## src/rtl/sfifo_pkt.sv

```systemverilog
// Synchronous packet FIFO: show-ahead read, per-packet commit/discard on the write side.
// Optional drop statistics counter enabled by defining SFIFO_PKT_DROP_STAT_EN.
module sfifo_pkt #(
    parameter int    WIDTH   = 8,
    parameter int    DEPTH   = 16,
    parameter string RAMTYPE = "AUTO"
) (
    input  logic                         clk,
    input  logic                         rst_n,
    input  logic                         clear,
    input  logic [WIDTH-1:0]             wr_data,
    input  logic                         wr_req,
    input  logic                         wr_eop,
    input  logic                         wr_drop,
    output logic                         wr_full,
    output logic                         wr_dropped,
    output logic [$clog2(DEPTH+1)-1:0]   free,
    output logic [$clog2(DEPTH+1)-1:0]   used,
    output logic [$clog2(DEPTH+1)-1:0]   pkt_cnt,
    output logic [WIDTH-1:0]             rd_data,
    output logic                         rd_eop,
    input  logic                         rd_req,
    output logic                         rd_empty,
    output logic [15:0]                  drop_cnt
);

    localparam int PW = (DEPTH > 1) ? $clog2(DEPTH) : 1;
    localparam int CW = $clog2(DEPTH + 1);
    localparam logic [CW-1:0] DEPTH_C = CW'(DEPTH);

    typedef enum logic [1:0] {
        S_IDLE,
        S_OPEN,
        S_DISCARD
    } state_t;

    (* ramstyle = RAMTYPE *) logic [WIDTH:0] mem [DEPTH];

    state_t          state_q, state_d;
    logic [PW-1:0]   wr_cnt_q, wr_cnt_d;
    logic [PW-1:0]   commit_cnt_q, commit_cnt_d;
    logic [PW-1:0]   rd_cnt_q, rd_cnt_d;
    logic [CW-1:0]   used_q, used_d;
    logic [CW-1:0]   unc_q, unc_d;
    logic [CW-1:0]   pkt_q, pkt_d;
    logic            wr_dropped_q;
    logic            store, commit, drop_evt;
    logic            rd_ena;
    logic [WIDTH:0]  head;

    function automatic logic [PW-1:0] ptr_inc(input logic [PW-1:0] p);
        return (p == PW'(DEPTH - 1)) ? '0 : p + PW'(1);
    endfunction

    assign head     = mem[rd_cnt_q];
    assign rd_empty = (used_q == '0);
    assign rd_ena   = rd_req & ~rd_empty;
    assign wr_full  = ((used_q + unc_q) == DEPTH_C);
    assign free     = DEPTH_C - used_q - unc_q;
    assign used     = used_q;
    assign pkt_cnt  = pkt_q;
    assign rd_data  = rd_empty ? '0 : head[WIDTH-1:0];
    assign rd_eop   = ~rd_empty & head[WIDTH];
    assign wr_dropped = wr_dropped_q;

    always_comb begin
        state_d      = state_q;
        wr_cnt_d     = wr_cnt_q;
        commit_cnt_d = commit_cnt_q;
        rd_cnt_d     = rd_cnt_q;
        unc_d        = unc_q;
        store        = 1'b0;
        commit       = 1'b0;
        drop_evt     = 1'b0;

        case (state_q)
            S_IDLE, S_OPEN: begin
                if (state_q == S_OPEN && wr_drop) begin
                    drop_evt = 1'b1;
                    wr_cnt_d = commit_cnt_q;
                    unc_d    = '0;
                    state_d  = S_IDLE;
                end else if (wr_req && !wr_full) begin
                    store    = 1'b1;
                    wr_cnt_d = ptr_inc(wr_cnt_q);
                    if (wr_eop) begin
                        commit       = 1'b1;
                        commit_cnt_d = ptr_inc(wr_cnt_q);
                        unc_d        = '0;
                        state_d      = S_IDLE;
                    end else begin
                        unc_d   = unc_q + CW'(1);
                        state_d = S_OPEN;
                    end
                end else if (wr_req) begin
                    // Overflow: rewind and swallow the tail unless this was the last word
                    drop_evt = 1'b1;
                    wr_cnt_d = commit_cnt_q;
                    unc_d    = '0;
                    state_d  = wr_eop ? S_IDLE : S_DISCARD;
                end
            end
            S_DISCARD: begin
                if (wr_drop || (wr_req && wr_eop))
                    state_d = S_IDLE;
            end
            default: state_d = S_IDLE;
        endcase

        if (rd_ena)
            rd_cnt_d = ptr_inc(rd_cnt_q);

        used_d = used_q;
        if (rd_ena)
            used_d = used_d - CW'(1);
        if (commit)
            used_d = used_d + unc_q + CW'(1);

        pkt_d = pkt_q;
        if (rd_ena && head[WIDTH])
            pkt_d = pkt_d - CW'(1);
        if (commit)
            pkt_d = pkt_d + CW'(1);

        if (clear) begin
            state_d      = S_IDLE;
            wr_cnt_d     = '0;
            commit_cnt_d = '0;
            rd_cnt_d     = '0;
            used_d       = '0;
            unc_d        = '0;
            pkt_d        = '0;
            store        = 1'b0;
            commit       = 1'b0;
            drop_evt     = 1'b0;
        end
    end

    always_ff @(posedge clk or negedge rst_n) begin
        if (!rst_n) begin
            state_q      <= S_IDLE;
            wr_cnt_q     <= '0;
            commit_cnt_q <= '0;
            rd_cnt_q     <= '0;
            used_q       <= '0;
            unc_q        <= '0;
            pkt_q        <= '0;
            wr_dropped_q <= 1'b0;
        end else begin
            state_q      <= state_d;
            wr_cnt_q     <= wr_cnt_d;
            commit_cnt_q <= commit_cnt_d;
            rd_cnt_q     <= rd_cnt_d;
            used_q       <= used_d;
            unc_q        <= unc_d;
            pkt_q        <= pkt_d;
            wr_dropped_q <= drop_evt;
        end
    end

    // Storage is never reset; only the pointers define what is valid
    always_ff @(posedge clk) begin
        if (store)
            mem[wr_cnt_q] <= {wr_eop, wr_data};
    end

`ifdef SFIFO_PKT_DROP_STAT_EN
    logic [15:0] drop_cnt_q;

    function automatic logic [15:0] sat_inc16(input logic [15:0] v);
        return (v == 16'hFFFF) ? v : v + 16'd1;
    endfunction

    always_ff @(posedge clk or negedge rst_n) begin
        if (!rst_n)
            drop_cnt_q <= '0;
        else if (clear)
            drop_cnt_q <= '0;
        else if (drop_evt)
            drop_cnt_q <= sat_inc16(drop_cnt_q);
    end

    assign drop_cnt = drop_cnt_q;
`else
    assign drop_cnt = '0;
`endif

endmodule
```

## config.mk

```make
export PLATFORM = sky130hd
export DESIGN_NAME = sfifo_pkt
export DESIGN_NICKNAME = d
export VERILOG_FILES = /design/src/rtl/sfifo_pkt.sv
export SDC_FILE = /design/constraint.sdc
export NUM_CORES = 1
export LEC_CHECK = 0
export BUFFER_PORTS_ARGS = -buffer_cell sky130_fd_sc_hd__buf_2
export CORE_ASPECT_RATIO = 0.9
export CORE_UTILIZATION = 46
export DETAILED_ROUTE_END_ITERATION = 16
export GPL_TIMING_DRIVEN = 0
export MAX_ROUTING_LAYER = met4
export SLEW_MARGIN = 20
export SYNTH_ARGS = -nofsm -noshare
export SYNTH_HDL_FRONTEND = slang
export SYNTH_SLANG_ARGS = --single-unit
```

## constraint.sdc

```tcl
create_clock -name clk -period 3.8 [get_ports clk]
set_input_delay 0.19 -clock clk [delete_from_list [all_inputs] [get_ports clk]]
set_output_delay 0.19 -clock clk [all_outputs]
set_load 0.01 [all_outputs]
```

==> results of run 1 <==
[flip-flops by register name, indices dropped and copies added (netlist names)]
register,cells
wr_dropped,1
rd_cnt_q,4
mem,144
pkt_cnt,5
state_q,2
used,5
commit_cnt_q,4
unc_q,5
wr_cnt_q,4
[worst paths after layout]
kind,from,cells after the start,endpoint
max,used[2],10,mem[5][7]
min,wr_req,2,state_q[0]
max reg2reg,used[2],10,mem[5][7]
min reg2reg,commit_cnt_q[3],1,commit_cnt_q[3]
max in group asynchronous,rst_n,2,commit_cnt_q[3]
min in group asynchronous,rst_n,2,pkt_cnt[4]
[repair_timing]
item / 4_1_cts / 5_1_grt
setup buffers: 0 / 0
hold buffers: 1 / 0
gates resized for setup: 0 / 0
endpoints found under the hold margin: 30 / 0
[metal layers]
layer | vias to the layer above | global-route usage (%) | share of wire, %
li1 | 2106 | - | -
met1 | 2333 | 27.8 | 45
met2 | 102 | 32.7 | 49
met3 | 15 | 3.56 | 4.2
met4 | 0 | 6.96 | 1.3
met5 | - | - | 0
[metrics by stage]
stage          total power, mW  cells  instance area, um^2
2_1_floorplan             3.48    530                 8100
3_3_place_gp              3.96    806                 8600
3_5_place_dp              4.00    810                 8670
5_1_grt                   5.91    843                 9260
6_report                  5.62    843                 9260
4_1_cts                   5.67    843                 9250
[area by class of cell]
class / instances / area (um^2) / share of cell area [%]
sequential: 174 / 5070 / 54.8
multi-input combinational: 298 / 2740 / 29.6
clock buffer: 17 / 425 / 4.59
tap: 235 / 294 / 3.18
timing repair buffer: 46 / 260 / 2.81
buffer: 38 / 249 / 2.69
clock inverter: 15 / 145 / 1.57
inverter: 20 / 75.1 / 0.811
[cells by family (layout without fill, tap and decap cells)]
family | Yosys count | after routing | synth area share (%)
flip-flops | 174 | 174 | 63.1
AO/OA/AOI/OAI | 61 | 61 | 5.09
XOR/XNOR | 20 | 20 | 2.18
adder cells (fa/ha/maj) | 28 | 28 | 4.51
buffers and inverters | 58 | 136 | 4.03
multiplexers | 58 | 58 | 13.5
AND/OR/NAND/NOR | 115 | 115 | 7.57
other | 1 | 16 | 0.0466
[worst reg2reg max path: cells and delay by family (launching register included)]
| kind | cells | cell delay (ns) |
|---|---|---|
| adder cells (fa/ha/maj) | 1 | 0.28 |
| AO/OA/AOI/OAI | 2 | 0.36 |
| buffers and inverters | 3 | 0.43 |
| XOR/XNOR | 1 | 0.45 |
| AND/OR/NAND/NOR | 3 | 1.22 |
| flip-flops | 1 | 0.50 |
[cells in the final DEF, fill, tap and decap left out, types with 10 or more instances in the layout]
cell type / n
mux2i_1: 15
conb_1: 16
mux4_2: 40
buf_4: 19
ha_1: 25
edfxtp_1: 144
nor2_1: 27
a21oi_1: 17
buf_2: 44
xnor2_1: 12
nor2b_1: 14
inv_1: 20
nand2_1: 25
clkbuf_1: 10
clkbuf_16: 17
dfrtp_1: 30
[power by group through the flow]
stage               Combinational [mW]  Sequential (mW)  Clock [mW]
floorplan                         1.22             2.26           0
global placement                  1.71             2.25           0
detailed placement                1.75             2.26           0
CTS                               1.76             2.21        1.69
global route                      1.91             2.22        1.78
finish                            1.73             2.21        1.67
==> metrics.txt, run 1 <==
status finished clean; core area 17,000 um^2; final count of pins violating max slew 0; Clock H-tree levels 4; placement row count 45; Top FF cell, synth edfxtp_1; vias in the first global route 4,530; Slew @ Worst Pin 1.19 ns; Final Core Density a little over half; Seq/Total Area, Yosys 63.1%; Logic pwr share 30.8%; initial antenna violation count 0; die area 18,000 um^2; Int Pwr 3.81 mW; TNS Setup 0 ns; fmax 0.275 GHz; Synth-to-Final Area Change 15.1%; Initial Utilization 47.3%; Die Y 127 um; first-pass GRT wire length roughly 26,000 um; Distinct cells, synth 60; remaining antenna violation count 0; 1st-iter DRT viols 315; Tmin final about 3.6 ns; Top delay family on crit path simple AND/OR/NAND/NOR gates; peak supply drop 0.367 mV; vias per cell ~5.4; max_cap viols 0; detailed-route wire length 17,000 um; DRC 0; Worst-Skew Late Latency roughly 0.43 ns; Worst Setup Start Kind flop; Synth Register Bits between 150 and 200; chip width 141 um; clk root buf clkbuf_16; Worst-path clk slew 0.07 ns; Filler Cell Count 1,414; Net Switching about 1.8 mW; CP required 3.84 ns; Post-synth EDFFs between 100 and 150; power per cell area 606 nW/um^2; Post-Syn Area 8040 um^2; TritonCTS clock tree yes; Port Buffers 41; total number of vias 4,556; gpl congestion 0.801; top cells by area, synth edfxtp_1 54%, mux4_2 11%, dfrtp_1 9.3%, ha_1 3.9%, mux2i_1 1.9%; fin crit share 95.7%; WP buf/inv 3; RSZ-0062 raised after global routing no; HP Class input pin to flop; area leader, netlist edfxtp_1; Final HPWL DP 11,800 um; worst hold slack between 0.05 and 0.06 ns; clk buf depth 2; CP max FO 9; largest net degree at the start of global routing 31; Crit Path Class flop to flop; Layout Nets 637; Sink Count roughly 170; CP max-delay cell nor2_1; CTS buffer count 17; Mapped Cells 515; gr ovfl total 0; DR pass1 iterations 4; DR WL/cell slightly above 20 um; Leakage approximately 3.4 nW; count leader, synth edfxtp_1; CP max stage delay slightly above 0.9 ns; Data arrival, critical path 3.68 ns; final worst clock skew 0.00607 ns; commonest cells in the netlist 144 x edfxtp_1, 40 x mux4_2, 33 x nor2_1, 30 x dfrtp_1; fraction of layout cells with a size suffix above 1 between 20% and 30%; crit path cell chain inv_1, ha_1, buf_2, a21oi_1, xnor2_1, o21a_4, and3_1, buf_4, nand2_1, nor2_1; Synth top area share approximately 54%; Clock power frac 29.8%; Final setup viols 0; Final WS setup around 0.16 ns; relative slew slack around 21%; Sw Share between 30% and 40%; Final Hold Fails 0; syn avg cell area 15.6 um^2; Yosys warnings 0; Synth async-reset ratio 17.2%; R2R Setup Slk between 0.15 and 0.2 ns; I/O pin cnt 58; Critical Path Sink Type flop; sequential power share between 30% and 40%; Total Routing Usage GR 20.9%; antenna cells 0; Place WS 0.118 ns
Power figures use the tool's default switching activity.
==> run 2: changes to the inputs <==
CORE_MARGIN = 10   (was default)
RECOVER_POWER = 50   (was default)
==> run 2 against run 1 <==
The flow now finishes with violations (max-capacitance violations, max-slew violations). Largest power group unchanged. Highest routed layer unchanged. Critical path depth rose by 1. Hold slack lost 0.0077 ns. Cell area down 0.50%. Clock power shrank 2%.
==> metrics.txt, run 2 (same netlist as run 1, synthesis figures left out) <==
status finished with violations; violated checks max-capacitance violations, max-slew violations; fraction of layout cells with a size suffix above 1 23.1% (-3.7 points); fmax 0.280 GHz (+1.6%); # Post-CTS Setup Buffers 0 (unchanged); first-pass GRT wire length 28,000 um (+7.4%); final worst clock skew 0.00647 ns (+0.000407 ns); Worst-Skew Late Latency 0.42 ns (about the same); fin crit share 94.1% (-1.5 points); Final Core Density 54.2% (-0.27 points); power per cell area 607 nW/um^2 (about the same); detailed-route wire length 17,900 um (+5.2%); gpl congestion 0.855 (+6.8%); relative slew slack -12.1% (-33 points); vias per cell 5.52 (+2.2%); Final Hold Fails 0 (unchanged); Sink Count 174 (unchanged); Crit Path Class flop to flop; CP max FO 9 (unchanged); most frequent cells in the layout 144 x edfxtp_1, 40 x mux4_2, 33 x clkbuf_1; Worst-path clk slew 0.06 ns (about the same); most used cell, CP and3_1; crit path cell chain inv_1, ha_1, buf_2, nand3_1, and3_1, o21ai_2, o21a_4, and3_1, buf_4, nand2_1, nor2_1; Data arrival, critical path 3.62 ns (-0.06 ns); core area 17,000 um^2 (unchanged); Clock H-tree levels 4 (unchanged); Final HPWL DP 12,300 um (+4.1%); clk root buf clkbuf_16; Initial Utilization 47.3% (unchanged); total number of vias 4,650 (+2.1%); placement row count 45 (unchanged); Largest Register mem; clk buf depth 2 (unchanged); Die Y 145 um (+14%); Worst Setup Start Kind flop; worst reg2reg endpoint mem[14][2]; most common cell after layout, fill and taps aside edfxtp_1; worst hold slack 0.0482 ns (-0.00768 ns); DRC 0 (unchanged); DR WL/cell 21.3 um (+5.3%); DR pass1 iterations 4 (unchanged); Top delay family on crit path simple AND/OR/NAND/NOR gates; chip width 159 um (+13%); CP max stage delay 0.83 ns (-0.09 ns); Total Power 5.59 mW (-0.40%); max reg flops 144 (unchanged); I/O pin cnt 58 (unchanged); gr ovfl total 0 (unchanged); Hold Crit Depth 2 (unchanged); Critical Path Sink Type flop; Tmin final 3.58 ns (-0.0585 ns); CP max-delay cell nor2_1; peak supply drop 0.365 mV (-0.50%); WP buf/inv 3 (unchanged); Leakage 3.33 nW (-2.6%); Layout Nets 637 (unchanged); die area 23,200 um^2 (+29%); remaining antenna violation count 0 (unchanged); antenna cells 0 (unchanged); RSZ-0062 raised after global routing no; Filler Cell Count 1,409 (-0.35%); largest net degree at the start of global routing 31 (unchanged); Total Routing Usage GR 16.1% (-4.7 points); RR Startpoint used[2]; hold path endpoint state_q[0]; hold path start wr_req; Port Buffers 41 (unchanged); TritonCTS clock tree yes; 1st-iter DRT viols 359 (+14%); R2R Setup Slk 0.22 ns (+0.06 ns); worst r2r path cells 11 (+1); Slew @ Worst Pin 1.68 ns (+0.495 ns); CP required 3.85 ns (about the same); final count of pins violating max slew 31 (+31); HP Class input pin to flop; Final setup viols 0 (unchanged); vias in the first global route 4,681 (+3.3%); initial antenna violation count 0 (unchanged); max_cap viols 1 (+1); Synth-to-Final Area Change 14.5%; CTS buffer count 17 (unchanged)
## run 2: cell count changes in the layout (fill, tap and decap cells not counted)
| cell | change |
|---|---|
| bufinv_16 | +1 |
| clkinv_1 | +1 |
| clkinv_8 | -2 |
| inv_6 | -3 |
| nor2_2 | +2 |
| nor2_1 | -2 |
| clkinv_4 | +3 |
| clkinv_2 | +1 |
| inv_8 | -3 |
| clkbuf_1 | +23 |
| buf_2 | -22 |
## run 2: layout make-up
class / instances / area (um^2) / area share (%)
Buffer: 38 / 249 / 2.70
Clock inverter: 13 / 118 / 1.28
Sequential cell: 174 / 5070 / 55.1
Clock buffer: 18 / 429 / 4.66
Timing Repair Buffer: 46 / 233 / 2.53
Multi-Input combinational cell: 298 / 2740 / 29.8
Inverter: 20 / 75.1 / 0.815
Tap cell: 235 / 294 / 3.19
## run 2: worst max-delay path by stage
stage | start | to | slack [ns] | depth (start not counted)
finish | used[2] | mem[14][2] | 0.22 | 11
global route | used[2] | mem[4][7] | 0.04 | 10
CTS | used[2] | mem[11][0] | 0.13 | 10
detailed placement | used[2] | mem[11][5] | 0.15 | 10
global placement | used[2] | mem[2][1] | -0.56 | 10
floorplan | used[0] | mem[3][0] | 0.72 | 10
## run 2: routing by layer
metal	track usage (%)	up-vias	routed length, um
met4	4.21	0	184
li1	-	2100	-
met1	21.4	2411	8280
met3	3.42	13	813
met5	-	-	0
met2	24.9	126	8620
## run 2: timing repair
action	in CTS	in global routing
hold buffers	1	0
endpoints found under the hold margin	30	0
endpoints found under the setup margin	0	36
gates resized for setup	0	4
## run 2: metrics by stage
stage / setup slack, ns / cells / setup TNS, ns / cell area, um^2
after CTS: 0.127 / 842 / 0 / 9230
after detailed placement: 0.147 / 810 / 0 / 8670
final: 0.222 / 842 / 0 / 9210
after floorplan: 0.719 / 530 / 0 / 8100
after global routing: 0.0396 / 842 / 0 / 9210
after global placement: -0.558 / 806 / -18.73 / 8600
## run 2: power by group
part | switching (mW) | total [mW] | internal, mW
sequential | 0.0797 | 2.22 | 2.14
clock | 0.725 | 1.63 | 0.901
combinational | 0.965 | 1.75 | 0.786
==> run 3: changes to the inputs <==
ABC_AREA = 1   (was default)
==> run 3 against run 2 <==
The flow still finishes with violations (max-capacitance violations, max-slew violations). Global-route usage rose by 2.2 points. Clock skew is 0.0014 ns higher. Worst setup slack improved by 0.22 ns. Sequential power up 2%. Synthesized area up 1.7%. Combinational power up 34%. Register-to-register slack gained 0.22 ns. Sequential share of layout area down 0.77 points. Synthesized cell count up 43%. Critical endpoint is now mem[0][8]. Largest cell class unchanged.
==> metrics.txt, run 3 <==
placed inst area 8780 um^2 (+1.2%); die area 23,500 um^2 (+1.5%); TNS Setup 0 ns (unchanged); clk root buf clkbuf_16; max reg flops 144 (unchanged); Post-synth EDFFs 144 (unchanged); fin crit share 88.4% (-5.8 points); Data arrival, critical path 3.40 ns (-0.22 ns); fmax 0.298 GHz (+6.5%); Synth-to-Final Area Change 14.2%; vias in the first global route 5,983 (+28%); I/O pin cnt 58 (unchanged); Seq. cell area 5070 um^2 (unchanged); R2R Setup Slk 0.44 ns (+0.22 ns); DRC 0 (unchanged); worst r2r path cells 13 (+2); gr ovfl total 0 (unchanged); Final Hold Fails 0 (unchanged); final count of pins violating max slew 31 (unchanged); Synth async-reset ratio 17.2% (unchanged); Final Instance Count excl. Fillers 1,068 (+27%); Crit Path Class flop to flop; placement row count 46 (+2.2%); Tmin final 3.36 ns (-0.220 ns); violated checks max-capacitance violations, max-slew violations; RR Startpoint unc_q[2]; relative slew slack -14.0% (-1.9 points); Hold Crit Depth 3 (+1); first-pass GRT wire length 32,900 um (+17%); Total Routing Usage GR 18.3% (+2.2 points); Final setup viols 0 (unchanged); max_cap viols 1 (unchanged); Die Y 147 um (+0.73%); area leader, netlist edfxtp_1; Final Core Density 53.2% (-0.96 points); DR WL/cell 19.6 um (-7.9%); Final HPWL DP 14,300 um (+16%); status finished with violations; Slew @ Worst Pin 1.71 ns (+0.0288 ns); Clock H-tree levels 4 (unchanged); Worst Setup Start Kind flop; CP max FO 9 (unchanged); Mapped Cells 735 (+43%); Resized cells post-CTS 0 (unchanged); TritonCTS clock tree yes; Yosys warnings 0 (unchanged); Top FF cell, synth edfxtp_1; Worst-Skew Late Latency 0.42 ns (about the same); top cells by area, synth edfxtp_1 53%, dfrtp_1 9.2%, o21ai_0 5.3%, nor2_1 4.8%, ha_1 3.8%; footprint of the multi-input gates 2710 um^2 (-1.2%); hold path start wr_req; Sink Count 174 (unchanged); Filler Cell Count 1,523 (+8.1%); 1st-iter DRT viols 491 (+37%); Synth Register Bits 174 (unchanged); Largest Register mem; Worst-path clk slew 0.06 ns (about the same); syn avg cell area 11.1 um^2 (-29%); Critical Path Sink Type flop; Finished Cell Area 9340 um^2 (+1.4%); worst reg2reg endpoint mem[0][8]; chip width 161 um (+0.74%); HP Class input pin to flop; most common cell after layout, fill and taps aside edfxtp_1; RSZ-0062 raised after global routing no; Seq/Total Area, Yosys 62.0% (-1.1 points); CTS buffer count 17 (unchanged); Post-Syn Area 8180 um^2 (+1.7%); power per cell area 671 nW/um^2 (+11%); count leader, synth edfxtp_1; Placed Instances 1,034 (+28%); commonest cells in the netlist 144 x edfxtp_1, 105 x nor2_1, 86 x o21ai_0, 59 x nand2_1, 48 x inv_1; detailed-route wire length 20,900 um (+17%); Initial Utilization 46.6% (-0.71 points); Leakage 3.50 nW (+5.2%); Distinct cells, synth 40 (-33%); vias per cell 5.50 (-0.49%); largest net degree at the start of global routing 31 (unchanged); core area 17,600 um^2 (+3.2%); Port Buffers 41 (unchanged); worst hold slack 0.0400 ns (-0.00821 ns); clk buf depth 2 (unchanged); CP required 3.84 ns (about the same); total number of vias 5,869 (+26%); remaining antenna violation count 0 (unchanged); initial antenna violation count 0 (unchanged); most frequent cells in the layout 144 x edfxtp_1, 100 x nor2_1, 86 x o21ai_0; peak supply drop 0.306 mV (-16%); final worst clock skew 0.00790 ns (+0.00143 ns); antenna cells 0 (unchanged); gpl congestion 0.873 (+2.0%); DR pass1 iterations 5 (+1); Synth top area share 52.9% (-0.90 points); Layout Nets 857 (+35%); hold path endpoint wr_dropped; fraction of layout cells with a size suffix above 1 14.7% (-8.3 points)
## run 3: logic make-up after synthesis
family / Yosys count / synth area share [%]
adders and majority gates: 27 / 4.31
and+or+nand+nor: 241 / 13.5
buffers and inverters: 105 / 5.87
xor gates and xnor gates: 19 / 2.13
DFF: 174 / 62.0
AOI/OAI and AO/OA: 168 / 12.1
other: 1 / 0.0458
## run 3: final cells by class
| class | count | share of cell area, % |
|---|---|---|
| flip-flops and latches | 174 | 54.3 |
| multi-input cells | 471 | 29.0 |
| clock buffers | 18 | 4.59 |
| well taps | 240 | 3.21 |
| plain buffers | 49 | 2.87 |
| repair buffers | 46 | 2.36 |
| inverters | 56 | 2.28 |
| clock inverters | 14 | 1.39 |
## run 3: per-layer routing
layer	vias to the layer above	wire length, um	track usage (%)
met1	2907	9420	23.6
met4	0	233	5.32
li1	2736	-	-
met3	22	1280	4.16
met2	204	9980	28.5
met5	-	0	-
## run 3: timing repair
item | CTS | global route
setup endpoints to repair | 0 | 0
hold buffers | 2 | 0
buffers inserted | 0 | 0
hold endpoints to repair | 31 | 0
## run 3: worst max path at each step
stage,cells past startpoint,endpoint,slack (ns),start
after floorplan,11,mem[7][0],0.94,used[0]
after global placement,13,mem[11][6],0.07,unc_q[0]
after detailed placement,13,mem[10][5],0.38,unc_q[0]
after CTS,13,mem[10][7],0.36,unc_q[0]
after global routing,13,mem[0][8],0.20,unc_q[2]
final,13,mem[0][8],0.44,unc_q[2]
## run 3: power by group
part / switching, mW / total, mW / leakage (nW) / internal [mW]
registers: 0.0937 / 2.26 / 1.70 / 2.17
clock network: 0.747 / 1.66 / 0.272 / 0.912
logic: 1.58 / 2.35 / 1.52 / 0.768
## run 3: through the flow
step / setup WS (ns) / power [mW]
2_1_floorplan: 0.942 / 3.82
4_1_cts: 0.360 / 6.29
3_3_place_gp: 0.0660 / 4.59
5_1_grt: 0.199 / 6.64
3_5_place_dp: 0.380 / 4.65
6_report: 0.442 / 6.27
## run 3: worst max-delay path, stage by stage, from the launching register on
cell     delay [ns]
dfrtp_1        0.50
inv_1          0.13
ha_1           0.29
buf_2          0.18
nand3_1        0.12
nand3_1        0.09
nand2_1        0.05
nand3_1        0.12
nor2_4         0.09
nor2_8         0.13
nand2_4        0.10
nor2_4         0.17
nand2_1        0.15
nor2_1         0.86
